[src/rtl/sha2_pkg.sv]
// Shared types and constants for the SHA-2 message padder.
package sha2_pkg;

    typedef enum logic [2:0] {
        IDLE,
        FILL,
        PAD,
        EMIT,
        XTRA
    } padder_state_e;

    localparam logic [7:0] PAD_BYTE = 8'h80;

    // Length field width in bits for a given block width (64 for 512b blocks, 128 for 1024b blocks).
    function automatic int unsigned len_width(input int unsigned block_width);
        return block_width / 8;
    endfunction

endpackage

[src/rtl/sha2_word_pad.sv]
// Masks the final message word to its valid bytes and inserts the 0x80 pad byte after them.
module sha2_word_pad
    import sha2_pkg::*;
#(
    parameter  int unsigned DataWidth = 64,
    localparam int unsigned DataBytes = DataWidth / 8,
    localparam int unsigned BytesW    = $clog2(DataBytes + 1)
) (
    input  logic [DataWidth-1:0] word_i,
    input  logic [BytesW-1:0]    bytes_i,
    output logic [DataWidth-1:0] word_c,
    output logic                 pad_fit_c
);

    // Byte 0 sits in the MSBs; keep valid bytes, drop 0x80 right after them, zero the rest.
    always_comb begin
        word_c    = '0;
        pad_fit_c = (bytes_i < BytesW'(DataBytes));
        for (int b = 0; b < int'(DataBytes); b++) begin
            if (BytesW'(b) < bytes_i) begin
                word_c[DataWidth-1-8*b -: 8] = word_i[DataWidth-1-8*b -: 8];
            end else if (BytesW'(b) == bytes_i) begin
                word_c[DataWidth-1-8*b -: 8] = PAD_BYTE;
            end
        end
    end

endmodule

[src/rtl/sha2_padder.sv]
// SHA-2 message padder: collects words into blocks, appends 0x80/zeros/length, hands blocks to the core.
module sha2_padder
    import sha2_pkg::*;
#(
    parameter  int unsigned DataWidth   = 64,
    parameter  int unsigned BlockWidth  = 1024,
    localparam int unsigned LenWidth    = len_width(BlockWidth),
    localparam int unsigned DataBytes   = DataWidth / 8,
    localparam int unsigned WordsPerBlk = BlockWidth / DataWidth,
    localparam int unsigned BlockBytes  = BlockWidth / 8,
    localparam int unsigned LenBytes    = LenWidth / 8,
    localparam int unsigned BytesW      = $clog2(DataBytes + 1),
    localparam int unsigned IdxW        = $clog2(WordsPerBlk)
) (
    input  logic                  clk_i,
    input  logic                  rst_i,
    input  logic                  start_i,
    input  logic                  in_valid_i,
    output logic                  in_ready_o,
    input  logic [DataWidth-1:0]  in_data_i,
    input  logic                  in_last_i,
    input  logic [BytesW-1:0]     in_bytes_i,
    output logic [BlockWidth-1:0] block_o,
    output logic                  block_valid_o,
    input  logic                  block_ready_i,
    output logic                  block_last_o,
    output logic                  busy_o
);

    padder_state_e         state_q, state_d;
    logic [BlockWidth-1:0] buf_q, buf_d;
    logic [IdxW-1:0]       idx_q, idx_d;
    logic [LenWidth-1:0]   len_q, len_d;
    logic [BytesW-1:0]     bytes_q, bytes_d;
    logic                  pad_fit_q, pad_fit_d;
    logic                  xtra_q, xtra_d;
    logic                  xtra_pad_q, xtra_pad_d;
    logic                  last_q, last_d;
    logic                  valid_q, valid_d;
    logic                  ready_q, ready_d;
    logic                  busy_q, busy_d;

    logic [DataWidth-1:0]  padded_word;
    logic                  padded_fit;

    sha2_word_pad #(
        .DataWidth(DataWidth)
    ) u_word_pad (
        .word_i   (in_data_i),
        .bytes_i  (in_bytes_i),
        .word_c   (padded_word),
        .pad_fit_c(padded_fit)
    );

    logic                 in_xfer;
    logic                 out_xfer;
    logic [BytesW-1:0]    word_bytes;
    logic [DataWidth-1:0] word_w;
    int unsigned          pad_pos;

    // Next-state, buffer assembly and length accounting.
    always_comb begin
        state_d    = state_q;
        buf_d      = buf_q;
        idx_d      = idx_q;
        len_d      = len_q;
        bytes_d    = bytes_q;
        pad_fit_d  = pad_fit_q;
        xtra_d     = xtra_q;
        xtra_pad_d = xtra_pad_q;
        last_d     = last_q;
        in_xfer    = in_valid_i && ready_q;
        out_xfer   = valid_q && block_ready_i;
        word_bytes = in_last_i ? in_bytes_i : BytesW'(DataBytes);
        word_w     = in_last_i ? padded_word : in_data_i;
        pad_pos    = 32'(idx_q) * DataBytes + 32'(bytes_q);

        case (state_q)
            IDLE: begin
                if (start_i) begin
                    state_d    = FILL;
                    buf_d      = '0;
                    idx_d      = '0;
                    len_d      = '0;
                    xtra_d     = 1'b0;
                    xtra_pad_d = 1'b0;
                    last_d     = 1'b0;
                end
            end
            FILL: begin
                if (in_xfer) begin
                    len_d = len_q + (LenWidth'(word_bytes) << 3);
                    for (int i = 0; i < int'(WordsPerBlk); i++) begin
                        if (idx_q == IdxW'(i)) begin
                            buf_d[BlockWidth-1-i*DataWidth -: DataWidth] = word_w;
                        end
                    end
                    if (in_last_i) begin
                        // idx stays on the last word so PAD can locate the pad byte
                        bytes_d   = in_bytes_i;
                        pad_fit_d = padded_fit;
                        state_d   = PAD;
                    end else begin
                        idx_d = idx_q + IdxW'(1);
                        if (idx_q == IdxW'(WordsPerBlk - 1)) begin
                            last_d  = 1'b0;
                            state_d = EMIT;
                        end
                    end
                end
            end
            PAD: begin
                state_d = EMIT;
                if (!pad_fit_q && idx_q == IdxW'(WordsPerBlk - 1)) begin
                    // data filled the block exactly: pad byte and length go to an extra block
                    last_d     = 1'b0;
                    xtra_d     = 1'b1;
                    xtra_pad_d = 1'b1;
                end else begin
                    if (!pad_fit_q) begin
                        for (int i = 1; i < int'(WordsPerBlk); i++) begin
                            if (idx_q == IdxW'(i - 1)) begin
                                buf_d[BlockWidth-1-i*DataWidth -: 8] = PAD_BYTE;
                            end
                        end
                    end
                    if (pad_pos + 1 + LenBytes <= BlockBytes) begin
                        buf_d[LenWidth-1:0] = len_q;
                        last_d              = 1'b1;
                    end else begin
                        last_d     = 1'b0;
                        xtra_d     = 1'b1;
                        xtra_pad_d = 1'b0;
                    end
                end
            end
            EMIT: begin
                if (out_xfer) begin
                    if (last_q) begin
                        state_d = IDLE;
                        last_d  = 1'b0;
                    end else if (xtra_q) begin
                        state_d = XTRA;
                    end else begin
                        state_d = FILL;
                        idx_d   = '0;
                        buf_d   = '0;
                    end
                end
            end
            XTRA: begin
                buf_d = '0;
                if (xtra_pad_q) begin
                    buf_d[BlockWidth-1 -: 8] = PAD_BYTE;
                end
                buf_d[LenWidth-1:0] = len_q;
                xtra_d              = 1'b0;
                last_d              = 1'b1;
                state_d             = EMIT;
            end
            default: begin
                state_d = IDLE;
            end
        endcase

        valid_d = (state_d == EMIT);
        ready_d = (state_d == FILL);
        busy_d  = (state_d != IDLE);
    end

    // State and datapath registers with synchronous reset.
    always_ff @(posedge clk_i) begin
        if (rst_i) begin
            state_q    <= IDLE;
            buf_q      <= '0;
            idx_q      <= '0;
            len_q      <= '0;
            bytes_q    <= '0;
            pad_fit_q  <= 1'b0;
            xtra_q     <= 1'b0;
            xtra_pad_q <= 1'b0;
            last_q     <= 1'b0;
            valid_q    <= 1'b0;
            ready_q    <= 1'b0;
            busy_q     <= 1'b0;
        end else begin
            state_q    <= state_d;
            buf_q      <= buf_d;
            idx_q      <= idx_d;
            len_q      <= len_d;
            bytes_q    <= bytes_d;
            pad_fit_q  <= pad_fit_d;
            xtra_q     <= xtra_d;
            xtra_pad_q <= xtra_pad_d;
            last_q     <= last_d;
            valid_q    <= valid_d;
            ready_q    <= ready_d;
            busy_q     <= busy_d;
        end
    end

    assign in_ready_o    = ready_q;
    assign block_o       = buf_q;
    assign block_valid_o = valid_q;
    assign block_last_o  = last_q;
    assign busy_o        = busy_q;

endmodule
[config.mk]
export PLATFORM = sky130hd
export DESIGN_NAME = sha2_padder
export DESIGN_NICKNAME = d
export VERILOG_FILES = /design/src/rtl/sha2_pkg.sv /design/src/rtl/sha2_word_pad.sv /design/src/rtl/sha2_padder.sv
export SDC_FILE = /design/constraint.sdc
export NUM_CORES = 2
export LEC_CHECK = 0
export BUFFER_PORTS_ARGS = -buffer_cell sky130_fd_sc_hd__buf_2
export CAP_MARGIN = 40
export CORE_AREA = 2 2 429 431
export DETAILED_ROUTE_END_ITERATION = 10
export DIE_AREA = 0 0 431 433
export PLACE_DENSITY = 0.51
export SETUP_SLACK_MARGIN = 0.2
export SYNTH_ARGS = -nofsm -noshare
export SYNTH_HDL_FRONTEND = slang
export SYNTH_SLANG_ARGS = --single-unit
[constraint.sdc]
create_clock -name clk_i -period 3.8 [get_ports clk_i]
set_input_delay 0.57 -clock clk_i [delete_from_list [all_inputs] [get_ports clk_i]]
set_output_delay 0.57 -clock clk_i [all_outputs]
set_load 0.02 [all_outputs]
==> results.toml <==
[status]
status = "completed"

[clock_tree]
clk_latency_ns = 0.81
clk_path_buf_depth = 3
cts_tree = "built"
clock_sinks = 1167
clkTransAtPathRegs_ns = 0.06
cts_made_buffers = 135
root_buffer = "clkbuf_16"
htree_levels = 4

[timing]
fin_crit_ns = 3.19
hold_violations = 0
worstMarginPinSlew_ns = 0.964
finClkSkew_ns = 0.0231
setup_viol = 0
holdWs_ns = 0.138
slew_headroom_pct = 35.7
period_share_pct = 84.0
slew_violations = 0
fmax_mhz = 313
rsz0062_at_grt = "no"

[pwr]
power.internal_w = 0.0217
pwr-share-seq_pct = 41.3
power.share.switching_pct = 30.4
p_comb_share_pct = 15.5
clock_power_share_pct = 43.2
ir_worst_vdd_v = 0.000353
p_leak_nw = 23.3
p_per_area_nw_per_um2 = 536
p_sw_w = 0.00944
p_total_w = 0.0311

[setup_path]
worstPathArrival_ns = 3.93
crit_start = "len_q[3]"
cp-start-kind = "flip-flop"
required_ns = 4.53
reg2reg_to = "len_q[123]"
r2r-start = "len_q[3]"
setup.worst_path.class = "reg2reg"
end_kind = "flip-flop"
r2r_cells = 10
reg2reg_setup_slack_ns = 0.61
critical_path.endpoint = "len_q[123]"
worst-path-max-fanout = 11

[synthesis]
synth_top_area_share_pct = 52.5
synth_nets = 5600
synth_common_cells = "nand2_1, dfxtp_1, a21oi_1"
yosysUniqueCellTypes = 75
synthTopCellsByArea = "dfxtp_1, nand2_1, a21oi_1"
synth-main-ff-cell = "dfxtp_1"
avgSynthCellArea_um2 = 8.07
yosysMostFrequentCell = "nand2_1"
ys_warn_count = 0
ys_ff_latch = 1167
synth.largest_area_cell = "dfxtp_1"
synth_edf_count = 0
syn_area_um2 = 44500
syn-instance-count = 5516
ys_seq_area_share_pct = 52.5
synthArstFlopShare_pct = 0

[cells_and_area]
nNetsFinal = 6561
area_growth_pct = 30.2
final_layout_size_suffix_gt1_share_pct = 24.6

[placement]
dp_hpwl_um = 160000
place_congestion = 0.942
port_buffers = 1101

[die]
core.rowCount = 157
core_area_um2 = 182000
io_pins = 1102
dieArea_um2 = 187000
start_util_pct = 24.5
dieWidth_um = 431
die_h_um = 433

[min_path]
min_path_type = "in2reg"
holdPathStages = 3

[routing]
viasPerCell = 4.87
final_antenna_net_count = 0
remaining_drc_errors = 0
wire_per_inst_um = 25.0
vias = 43700
drt_pass1_iterations = 5
wirelength_um = 224000
detailedRoute.firstIterationViolations = 3841

[global_routing]
antenna_found_initial = 6
track_usage_pct = 22.8
grt_overflow = 0
grt_max_degree = 211
grt_pass1_vias = 40500
grt_pass1_wl_um = 307000

[job]
cap_violations = 0
-- flip-flops by register name, summed over array words and instances (netlist names) --
signal / count
block_last_o: 1
block_o: 1024
block_valid_o: 1
busy_o: 1
bytes_q: 4
idx_q: 4
in_ready_o: 1
len_q: 125
pad_fit_q: 1
state_q: 3
xtra_pad_q: 1
xtra_q: 1
-- final cells by class --
| cell class | instances | area, um^2 |
|---|---|---|
| Sequential cell | 1167 | 23400 |
| Clock inverter | 39 | 517 |
| Timing Repair Buffer | 1319 | 7690 |
| Tap cell | 2385 | 2980 |
| Inverter | 23 | 86.3 |
| Clock buffer | 200 | 4040 |
| Fill cell | 19400 | 124000 |
| Multi-Input combinational cell | 3831 | 19300 |
| Antenna cell | 7 | 17.5 |
-- how the worst min path moves through the flow --
stage                             from           end  slack, ns
after floorplan               len_q[3]      len_q[3]       0.45
after global placement    block_o[946]  block_o[946]       0.44
after global routing           start_i        xtra_q        0.1
after detailed placement   block_o[23]   block_o[23]       0.44
after CTS                      start_i        xtra_q       0.06
final                          start_i        xtra_q       0.14
-- power by group through the flow --
stage               registers [W]  clock network (W)  logic (W)
global placement           0.0131                  0    0.00479
floorplan                  0.0136                  0    0.00193
global route               0.0129             0.0142    0.00507
CTS                        0.0128             0.0137    0.00486
finish                     0.0128             0.0134    0.00481
detailed placement         0.0131                  0    0.00485
-- stage by stage --
step	util (%)	cells	area, um^2	setup TNS (ns)	setup WS (ns)
after floorplan	-	5516	44500	0	0.288
after global placement	29.2	8716	53200	-0.0397	-0.0237
after detailed placement	29.3	8724	53400	0	0.0144
after CTS	31.8	8964	58000	0	0.609
after global routing	31.8	8966	58000	0	0.479
final	31.8	8971	58000	0	0.607
-- what timing repair did --
item	CTS	global route
gates resized for setup	0	0
hold buffers	1	0
setup buffers	0	0
endpoints found under the hold margin	1	0
-- worst max-delay path: stages (launching register included) --
cell and delay, ns:
dfxtp_1 0.35, ha_1 0.21, inv_1 0.07, fa_1 0.40, nand2b_1 0.17, a21oi_1 0.38, buf_4 0.25, nand4_4 0.11
or4_4 0.66, or3_1 0.38, a21oi_1 0.14
-- logic make-up (layout without fill, tap and decap cells) --
logic type,after synthesis,in the layout,synth area share (%)
xor gates and xnor gates,69,69,1.36
muxes,115,115,2.59
and+or+nand+nor,2410,2410,23.2
adders and majority gates,10,10,0.298
AOI/OAI and AO/OA,1227,1227,15.3
other,0,7,0
DFF,1167,1167,52.5
buffers and inverters,518,1581,4.76
-- cell usage in the layout, fill, tap and decap left out, drive strengths merged, types with 9 or more instances in the layout --
cell type	count
nand4	71
clkinv	21
dfxtp	1167
o21ai	34
inv	33
xor2	24
o2bb2ai	115
and4	23
nor3	52
mux2i	115
a21oi	996
or2	14
and3	28
clkbuf	200
nand3	72
nor4	46
o21a	9
o31ai	15
or4	25
and2	67
nand2	1675
xnor2	45
a211oi	19
buf	1318
ha	9
or3	35
nand2b	18
nor2	264
-- layer usage --
metal  global-route usage, %  vias to the layer above  wire length (um)
li1                        -                    20300                 -
met1                    27.1                    21100             88000
met5                       0                        -                13
met4                    12.1                        2             12100
met3                    5.29                      430             16600
met2                    38.0                     1836            107000
(Power assumes the default switching activity.)
